**config.mk**
```make
export PLATFORM = sky130hd
export DESIGN_NAME = iob_fifo2axis_flat
export DESIGN_NICKNAME = d
export VERILOG_FILES = /design/src/rtl/iob_fifo2axis_pkg.sv /design/src/rtl/iob_fifo2axis_if.sv /design/src/rtl/iob_fifo2axis_chk.sv /design/src/rtl/iob_skid_buf2.sv /design/src/rtl/iob_fifo2axis.sv /design/src/flat_wrapper.sv
export SDC_FILE = /design/constraint.sdc
export NUM_CORES = 1
export LEC_CHECK = 0
export ABC_AREA = 1
export CAP_MARGIN = 20
export CORE_AREA = 2 2 125 103
export CTS_CLUSTER_DIAMETER = 40
export DETAILED_ROUTE_END_ITERATION = 6
export DIE_AREA = 0 0 127 105
export PLACE_DENSITY = 0.59
export SYNTH_ARGS = -nofsm -noshare
export SYNTH_HDL_FRONTEND = slang
export SYNTH_SLANG_ARGS = --single-unit
```
**constraint.sdc**
```tcl
create_clock -name clk -period 9.5 [get_ports clk]
set_clock_uncertainty 0.05 [all_clocks]
set_input_delay 0.95 -clock clk [delete_from_list [all_inputs] [get_ports clk]]
set_output_delay 0.95 -clock clk [all_outputs]
set_load 0.02 [all_outputs]
```
**src/rtl/iob_fifo2axis_pkg.sv**
```systemverilog
// Shared constants and small helpers for the FIFO-to-AXI-Stream read adapter.
// The output buffer holds at most BUF_DEPTH words; level counts them.
package iob_fifo2axis_pkg;

    localparam int BUF_DEPTH = 2;
    localparam int LEVEL_W   = 2;

    typedef enum logic [LEVEL_W-1:0] {
        LVL_EMPTY = 2'd0,
        LVL_ONE   = 2'd1,
        LVL_FULL  = 2'd2
    } level_e;

    function automatic logic [LEVEL_W-1:0] level_of(input logic head_v, input logic skid_v);
        return {1'b0, head_v} + {1'b0, skid_v};
    endfunction

    // Buffer words plus the read already in flight, less this cycle's pop, must leave room.
    function automatic logic room_for_read(input logic [LEVEL_W-1:0] level,
                                           input logic inflight, input logic pop);
        logic [2:0] occ;
        occ = {1'b0, level} + {2'b00, inflight} - {2'b00, pop};
        return (occ < 3'(BUF_DEPTH));
    endfunction

endpackage

```
**src/rtl/iob_fifo2axis_if.sv**
```systemverilog
// FIFO read port plus AXI-Stream master signals of the adapter, bundled as one interface.
interface iob_fifo2axis_if #(parameter int DATA_W = 32);

    logic              fifo_empty;
    logic              fifo_read_en;
    logic [DATA_W-1:0] fifo_r_data;
    logic              axis_tvalid;
    logic              axis_tready;
    logic [DATA_W-1:0] axis_tdata;
    logic              axis_tlast;

    modport master (
        input  fifo_empty, fifo_r_data, axis_tready,
        output fifo_read_en, axis_tvalid, axis_tdata, axis_tlast
    );

    modport slave (
        output fifo_empty, fifo_r_data, axis_tready,
        input  fifo_read_en, axis_tvalid, axis_tdata, axis_tlast
    );

endinterface

```
**src/rtl/iob_fifo2axis_chk.sv**
```systemverilog
// Invariant checks for the adapter: the buffer is never written while full, AXI data holds under stall.
module iob_fifo2axis_chk
    import iob_fifo2axis_pkg::*;
#(
    parameter int DATA_W = 32
) (
    input logic               clk,
    input logic               rst,
    input logic               inflight,
    input logic [LEVEL_W-1:0] level,
    input logic               tvalid,
    input logic               tready,
    input logic [DATA_W-1:0]  tdata
);

    a_no_capture_when_full: assert property (@(posedge clk) disable iff (rst)
        !(inflight && (level == LVL_FULL)));

    a_hold_under_stall: assert property (@(posedge clk) disable iff (rst)
        (tvalid && !tready) |=> (tvalid && $stable(tdata)));

endmodule

```
**src/rtl/iob_skid_buf2.sv**
```systemverilog
// Two-entry in-order buffer: head drives the output, skid catches a word arriving while head is held.
// The writer guarantees it never pushes into a full buffer.
module iob_skid_buf2
    import iob_fifo2axis_pkg::*;
#(
    parameter int DATA_W = 32
) (
    input  logic               clk,
    input  logic               rst,
    input  logic               in_valid,
    input  logic [DATA_W-1:0]  in_data,
    input  logic               out_ready,
    output logic               out_valid,
    output logic [DATA_W-1:0]  out_data,
    output logic [LEVEL_W-1:0] level
);

    logic              head_v_r, skid_v_r, head_v_s, skid_v_s;
    logic [DATA_W-1:0] head_r, skid_r, head_s, skid_s;
    logic              pop_s;

    assign pop_s = head_v_r & out_ready;

    // Next-state for both entries; skid always drains into head before head refills from input.
    always_comb begin
        head_v_s = head_v_r;
        skid_v_s = skid_v_r;
        head_s   = head_r;
        skid_s   = skid_r;
        if (pop_s) begin
            if (skid_v_r) begin
                head_s = skid_r;
                if (in_valid) begin
                    skid_s = in_data;
                end else begin
                    skid_v_s = 1'b0;
                end
            end else if (in_valid) begin
                head_s = in_data;
            end else begin
                head_v_s = 1'b0;
            end
        end else if (in_valid) begin
            if (!head_v_r) begin
                head_s   = in_data;
                head_v_s = 1'b1;
            end else begin
                skid_s   = in_data;
                skid_v_s = 1'b1;
            end
        end else begin
            head_v_s = head_v_r;
        end
    end

    // Occupancy flags, cleared by reset.
    always_ff @(posedge clk) begin
        if (rst) begin
            head_v_r <= 1'b0;
            skid_v_r <= 1'b0;
        end else begin
            head_v_r <= head_v_s;
            skid_v_r <= skid_v_s;
        end
    end

    // Payload registers carry no reset; they are only observed while their flag is set.
    always_ff @(posedge clk) begin
        head_r <= head_s;
        skid_r <= skid_s;
    end

    assign out_valid = head_v_r;
    assign out_data  = head_r;
    assign level     = level_of(head_v_r, skid_v_r);

endmodule

```
**src/rtl/iob_fifo2axis.sv**
```systemverilog
// FIFO read-port to AXI-Stream master adapter: prefetches into a 2-entry buffer and frames
// the stream with tlast every len beats (len=0 streams without tlast).
module iob_fifo2axis
    import iob_fifo2axis_pkg::*;
#(
    parameter int DATA_W = 32,
    parameter int LEN_W  = 16
) (
    input  logic               clk,
    input  logic               rst,
    input  logic               en,
    input  logic [LEN_W-1:0]   len,
    output logic               frame_done,
    output logic [LEVEL_W-1:0] level,
    iob_fifo2axis_if.master    bus
);

    logic             inflight_r;
    logic             read_en_s;
    logic             tvalid_s;
    logic             tlast_s;
    logic             pop_s;
    logic [LEN_W-1:0] beat_cnt_r;
    logic             frame_done_r;

    iob_skid_buf2 #(.DATA_W(DATA_W)) u_buf (
        .clk       (clk),
        .rst       (rst),
        .in_valid  (inflight_r),
        .in_data   (bus.fifo_r_data),
        .out_ready (bus.axis_tready),
        .out_valid (tvalid_s),
        .out_data  (bus.axis_tdata),
        .level     (level)
    );

    assign pop_s = tvalid_s & bus.axis_tready;

    // The >= compare ends the frame promptly if len shrinks below the current position.
    always_comb begin
        tlast_s = 1'b0;
        if (tvalid_s && (len != '0)) begin
            tlast_s = (beat_cnt_r >= (len - LEN_W'(1)));
        end else begin
            tlast_s = 1'b0;
        end
    end

    assign read_en_s = en & ~bus.fifo_empty & ~rst & room_for_read(level, inflight_r, pop_s);

    // A read issued just before reset returns during reset and is dropped with inflight.
    always_ff @(posedge clk) begin
        if (rst) begin
            inflight_r   <= 1'b0;
            beat_cnt_r   <= '0;
            frame_done_r <= 1'b0;
        end else begin
            inflight_r   <= read_en_s;
            frame_done_r <= pop_s & tlast_s;
            if (pop_s) begin
                beat_cnt_r <= tlast_s ? '0 : (beat_cnt_r + LEN_W'(1));
            end else begin
                beat_cnt_r <= beat_cnt_r;
            end
        end
    end

    assign bus.fifo_read_en = read_en_s;
    assign bus.axis_tvalid  = tvalid_s;
    assign bus.axis_tlast   = tlast_s;
    assign frame_done       = frame_done_r;

    iob_fifo2axis_chk #(.DATA_W(DATA_W)) u_chk (
        .clk      (clk),
        .rst      (rst),
        .inflight (inflight_r),
        .level    (level),
        .tvalid   (tvalid_s),
        .tready   (bus.axis_tready),
        .tdata    (bus.axis_tdata)
    );

endmodule

```
**src/flat_wrapper.sv**
```systemverilog
// flat-port wrapper written by rule: the top's interface ports become plain ports
module iob_fifo2axis_flat import iob_fifo2axis_pkg::*;
#(
    parameter int DATA_W = 32,
    parameter int LEN_W  = 16
)
  (clk, rst, en, len, frame_done, level, bus_fifo_empty, bus_fifo_r_data, bus_axis_tready, bus_fifo_read_en, bus_axis_tvalid, bus_axis_tdata, bus_axis_tlast);
  iob_fifo2axis_if #(.DATA_W(DATA_W)) bus_i ();
  input  logic clk;
  input  logic rst;
  input  logic en;
  input  logic [LEN_W-1:0] len;
  output logic frame_done;
  output logic [LEVEL_W-1:0] level;
  input wire logic [$bits(bus_i.fifo_empty)-1:0] bus_fifo_empty;
  input wire logic [$bits(bus_i.fifo_r_data)-1:0] bus_fifo_r_data;
  input wire logic [$bits(bus_i.axis_tready)-1:0] bus_axis_tready;
  output wire logic [$bits(bus_i.fifo_read_en)-1:0] bus_fifo_read_en;
  output wire logic [$bits(bus_i.axis_tvalid)-1:0] bus_axis_tvalid;
  output wire logic [$bits(bus_i.axis_tdata)-1:0] bus_axis_tdata;
  output wire logic [$bits(bus_i.axis_tlast)-1:0] bus_axis_tlast;
  assign bus_i.fifo_empty = bus_fifo_empty;
  assign bus_i.fifo_r_data = bus_fifo_r_data;
  assign bus_i.axis_tready = bus_axis_tready;
  assign bus_fifo_read_en = bus_i.fifo_read_en;
  assign bus_axis_tvalid = bus_i.axis_tvalid;
  assign bus_axis_tdata = bus_i.axis_tdata;
  assign bus_axis_tlast = bus_i.axis_tlast;
  iob_fifo2axis #(.DATA_W(DATA_W), .LEN_W(LEN_W)) u_core (.clk(clk), .rst(rst), .en(en), .len(len), .frame_done(frame_done), .level(level), .bus(bus_i));
endmodule
```
# ---- After elaboration in Yosys (flattened, before gate mapping)
# Cells that the tools add are included.
dict set report totals {
  elab_cells 54
  input_bits 53
  output_inout_bits 38
  reg_bits 84
}
dict set report op_classes {
  muxes 20
  add_sub_neg 5
  n_reduce_logical 9
  n_bitwise 7
  magnitude_cmp 2
  n_eq_ne 4
}
# op n
set op_table {}
lappend op_table {{two-way mux 32 bit} 9}
lappend op_table {{adder 16 x 1 -> 16 bit (second input constant)} 1}
lappend op_table {{greater-or-equal comparator 16 bit} 1}
lappend op_table {{two-way mux 16 bit} 1}
lappend op_table {{nonzero test 16 bit} 1}
lappend op_table {{subtractor 16 x 1 -> 16 bit (second input constant)} 1}
lappend op_table {{two-way mux 1 bit} 10}
lappend op_table {{AND reduction 3 bit} 3}
lappend op_table {{inequality test 2 bit (second input constant)} 3}
lappend op_table {{nonzero test 2 bit} 3}
lappend op_table {{AND 1 bit} 5}
lappend op_table {{adder 2 x 1 -> 3 bit} 1}
lappend op_table {{less-than comparator 3 x 2 -> 1 bit (second input constant)} 1}
lappend op_table {{subtractor 3 x 1 -> 3 bit} 1}
lappend op_table {{adder 1 x 1 -> 2 bit} 1}
lappend op_table {{inequality test 2 x 1 -> 1 bit (second input constant)} 1}
lappend op_table {{NOT 1 bit} 2}
lappend op_table {{AND reduction 2 bit} 1}
lappend op_table {{logical AND 1 bit} 1}

# ---- Depth between registers and ports, before layout
dict set report depth {
  word_depth 5
  depth_mapped 19
  ltp_nobuf 18
}

# ---- Modules after synthesis
# From an unflattened synthesis, not the netlist that was laid out.
dict set report unflattened {
  cells_unflattened 452
  hier_area_um2 4319.1
}
# module n_inst area_each_um2 seq_area_each_um2 cells_each
set by_module_without_submodules {}
lappend by_module_without_submodules {iob_skid_buf2 1 2496.1 1961.9 185}
lappend by_module_without_submodules {iob_fifo2axis 1 1823.0 360.3 267}

# ---- Worst setup path after synthesis
# OpenSTA, ideal clock, no wires.
dict set report synth_path {
  path_type {input to register}
  from {input bus_axis_tready}
  to {register u_core.u_buf.head_r[0], in the netlist u_core.u_buf.out_data[0], enable pin}
  slack_ns 5.140
  required_time_ns 8.975
  stages 4
  setup_ns 0.475
  path_buffers 1
  arrival_ns 3.835
  path_cell_list {nand2_2 buf_6 ha_1 a221oi_1}
}
dict set report synth_via {
  elab_chain_cells 3
  elab_cells_between_ends 4
  classes_between {1 x eq/ne; 1 x bitwise; 2 x reduce/logical}
}
# item line
set synth_rtl {}
lappend synth_rtl {{start, declared} flat_wrapper.sv:17} ;# input wire logic [$bits(bus_i.axis_tready)-1:0] bus_axis_tready;
lappend synth_rtl {{AND 1 bit *} iob_skid_buf2.sv:22} ;# assign pop_s = head_v_r & out_ready;
lappend synth_rtl {{inequality test 2 x 1 -> 1 bit (no line) or nonzero test 2 bit (tied branches)} -}
lappend synth_rtl {{AND reduction 3 bit (no line) *} -}
lappend synth_rtl {{end signal, assigned} iob_skid_buf2.sv:69} ;# head_r <= head_s;
lappend synth_rtl {{end, declared} iob_skid_buf2.sv:19} ;# logic [DATA_W-1:0] head_r, skid_r, head_s, skid_s;
# Every way passes the cells marked *; elsewhere a longest branch is shown, timed or not.
# A chain may end at the register's enable or synchronous reset.

# ---- Final worst setup path
dict set report layout_path {
  from {input len[2]}
  to {output bus_axis_tlast}
}
dict set report layout_via {
  elab_chain_cells 3
  elab_cells_between_ends 5
  classes_between {1 x add/sub; 1 x order compare; 1 x mux; 2 x reduce/logical}
}
# item line
set layout_rtl {}
lappend layout_rtl {{start, declared} flat_wrapper.sv:12} ;# input logic [LEN_W-1:0] len;
lappend layout_rtl {{subtractor 16 x 1 -> 16 bit or nonzero test 16 bit (tied branches)} {iob_fifo2axis.sv:43, iob_fifo2axis.sv:42}}
lappend layout_rtl {{greater-or-equal comparator 16 bit or logical AND 1 bit (tied branches)} {iob_fifo2axis.sv:43, iob_fifo2axis.sv:42}}
lappend layout_rtl {{two-way mux 1 bit *} iob_fifo2axis.sv:42} ;# if (tvalid_s && (len != '0)) begin
lappend layout_rtl {{end, declared} flat_wrapper.sv:21} ;# output wire logic [$bits(bus_i.axis_tlast)-1:0] bus_axis_tlast;
# Marked as above.

==> impl_metrics.csv <==
group,metric,value,unit
floorplan,dieArea,13340,sq um
placement,post-place-ws,4452,ps
layout,multi_input_area,1615,sq um
power,leakage,2.160,nW
routing,drc_errors,0,
layout,antennaDiodeCount,0,
sta,worstMarginPinSlew,833.4,ps
sta,fin_setup_tns,0,ps
floorplan,die_w,127,um
layout,final_util,46.26,%
cts,ctsHoldBuffers,0,
routing,via_count,2898,
synthesis,netlist_area,4153,sq um
outcome,status,"completed",
floorplan,die_h,105,um
cts,cts_tree,"yes",
synthesis,yosysTopAreaCell,"edfxtp_1",
layout,fillers,1116,
cts,clockBufferDepth,2,
floorplan,core-area,11980,sq um
layout,drive_gt1_share,13.18,%
cts,cts-resized-gates,0,
routing,antenna_left,0,
setup_path,critical_path.most_common_cell,"nand2_1",
sta,setup_viol,0,
sta,slew_viol_final,0,
setup_path,arrival,4040,ps
synthesis,syn_inst,376,
synthesis,syn_nets,451,
global_route,antenna_found_initial,0,
synthesis,synthArstFlopShare,0,%
setup_path,crit_cells,17,
routing,via_per_inst,4.600,
layout,areaGrowthSynthToFinish,33.47,%
synthesis,seq_area_frac_synth,55.92,%
routing,wl,8889,um
worst_hold_path,hold_path.class,"register to register",
layout,layout.nets,548,
sta,max_freq,198.5,MHz
cts,root_buffer,"clkbuf_16",
global_route,grt_pass1_vias,2986,
cts,clk_latency,330,ps
sta,setup_ws,4463,ps
sta,fin_crit_sh,53.02,%
global_route,track_usage,13.91,%
synthesis,synth_top_area_share,46.28,%
cts,cts_made_buffers,9,
cts,postCtsSetupRepairBufs,0,
synthesis,yosys_warnings,0,
placement,io_buffers,90,
global_route,grt-ovfl-total,0,
layout,postLayoutCellArea,5543,sq um
global_route,grt_pass1_wl,14750,um
setup_path,cp_slowest_cell,"clkdlybuf4s50_1",
setup_path,cpPeakStageDelay,600,ps
power,power_density,146.2,nW/um^2
cts,cts.sinks,84,
flow_run,drv_cap,0,
synthesis,syn_avg_cell_area,11.04,sq um
synthesis,synth_area_leaders,"edfxtp_1 (46%), dfxtp_1 (9.6%), ha_1 (6.6%)",
worst_hold_path,worstHoldPathCells,2,
synthesis,ys_seq_elements,84,
synthesis,synth-main-ff-cell,"edfxtp_1",
synthesis,synth_edf_count,64,
sta,hold_viol,0,
floorplan,std_cell_rows,36,
synthesis,yosysUniqueCellTypes,35,
setup_path,critPathRequiredTime,8500,ps
setup_path,crit_buf_inv,4,
routing,drt_iter0_markers,151,
setup_path,cp_cell_sequence,"clkdlybuf4s50_1, nor2_1, nand3_1, nor2_2, nand2_1, nor2_1, nand4_1, xnor2_1, inv_1, ha_1, nand2_1, nor3_1, nand2_1, nand2_1, nand2_1, inv_1, clkdlybuf4s50_1",
sta,period_needed,5037,ps
routing,routedWlPerCell,14.11,um
setup_path,cp-end-kind,"primary output",
cts,htreeDepth,3,
global_route,grt_max_degree,33,
routing,firstDrtPassIters,4,
power,ir_drop,0.07472,mV
placement,place_congestion,0.7833,
setup_path,cp_max_fo,4,
setup_path,crit_type,"input pin to primary output",
placement,dpl_cell_area,5248,sq um
setup_path,critical_path.startpoint_type,"input pin",
setup_path,reg2reg_depth,4,
placement,dp_hpwl,6554,um
layout,regArea,2322,sq um
sta,max_slew_margin,44.24,%
cts,clkSlewWorstSetupHoldPaths,60,ps
floorplan,ios,91,
setup_path,critPathTopFamily,"simple AND/OR/NAND/NOR gates",
sta,rsz0062_at_grt,"no",
floorplan,start_util,34.66,%
[Yosys cell counts (all sizes together), types with 7 or more instances]
cell,n
ha,22
edfxtp,64
dfxtp,20
nand2,61
inv,53
nor2,39
xor2,12
a21oi,14
nor3,7
xnor2,9
mux2,32
nand4,8
nand3,9
[worst register-to-register path: cells and delay by family (launching register included)]
| kind | cells | cell delay, ps |
|---|---|---|
| buffers and inverters | 1 | 220 |
| multiplexers | 1 | 440 |
| AND/OR/NAND/NOR | 2 | 960 |
| flip-flops | 1 | 390 |
[cell type report]
class	instances	area share, %
clock buffer	9	4.063
clock inverter	7	1.264
inverter	54	3.679
multi-input combinational	232	29.14
sequential	84	41.90
tap	152	3.431
timing repair buffer	92	16.52
[per-layer routing]
| metal | part of all wire, % | up-vias | global-route usage, % | routed length, um |
|---|---|---|---|---|
| met5 | 0 | - | 0 | 0 |
| met4 | 1.9 | 0 | 4.553 | 165 |
| met3 | 3.6 | 15 | 3.072 | 317 |
| met2 | 47 | 54 | 22.85 | 4185 |
| met1 | 47 | 1357 | 18.23 | 4221 |
| li1 | - | 1472 | - | - |
[registers in the layout (all words and copies together) (netlist names)]
register	flops
u_core.u_buf.out_data	32
u_core.u_buf.skid_r	32
u_core.beat_cnt_r	16
u_core.frame_done	1
u_core.inflight_r	1
u_core.u_buf.out_valid	1
u_core.u_buf.skid_v_r	1
[placed cells by master (no fill, tap or decap), types with 6 or more instances in the layout]
cell type and count:
clkdlybuf4s50_1 90, inv_1 48, mux2_2 22, nand2_1 56
nor2_1 33, clkbuf_16 9, nor3_1 6, xor2_1 12
nand3_1 8, ha_1 22, mux2_1 10, xnor2_1 9
edfxtp_1 64, dfxtp_1 20, a21oi_1 13, nand4_1 8
[kinds of logic (layout without fill, tap and decap cells)]
logic type                 count (synthesis)  count (layout)  share of synthesized area, %
buffers and inverters                     60             162                         5.905
and+or+nand+nor                          129             129                         14.43
DFF                                       84              84                         55.92
muxes                                     32              32                         8.677
adders and majority gates                 22              22                         6.628
xor gates and xnor gates                  21              21                         4.429
AOI/OAI and AO/OA                         28              28                         4.007
[report_power, final]
part	internal (mW)	switching, mW	total (mW)
clock	0.184	0.154	0.338
sequential	0.399	0.00224	0.401
combinational	0.0379	0.0335	0.0713
total	0.621	0.190	0.810
[per-stage QoR]
stage | power, mW | hold WS [ps] | std cells
floorplan | 0.4411 | 427.4 | 376
global placement | 0.4790 | 455.7 | 614
detailed placement | 0.4807 | 463.1 | 614
CTS | 0.8217 | 476.5 | 630
global route | 0.8411 | 498.8 | 630
finish | 0.8103 | 471.5 | 630
[path summary, 6_finish.rpt]
path                                         end  slack [ps]                                 from
max                               bus_axis_tlast        4460                               len[2]
min           u_core.u_buf.skid_v_r$_SDFFE_PP0P_         470   u_core.u_buf.skid_v_r$_SDFFE_PP0P_
max reg2reg  u_core.u_buf.out_data[17]$_DFFE_PP_        7200  u_core.u_buf.out_valid$_SDFFE_PP0P_
min reg2reg   u_core.u_buf.skid_v_r$_SDFFE_PP0P_         470   u_core.u_buf.skid_v_r$_SDFFE_PP0P_
(Power assumes the default switching activity.)
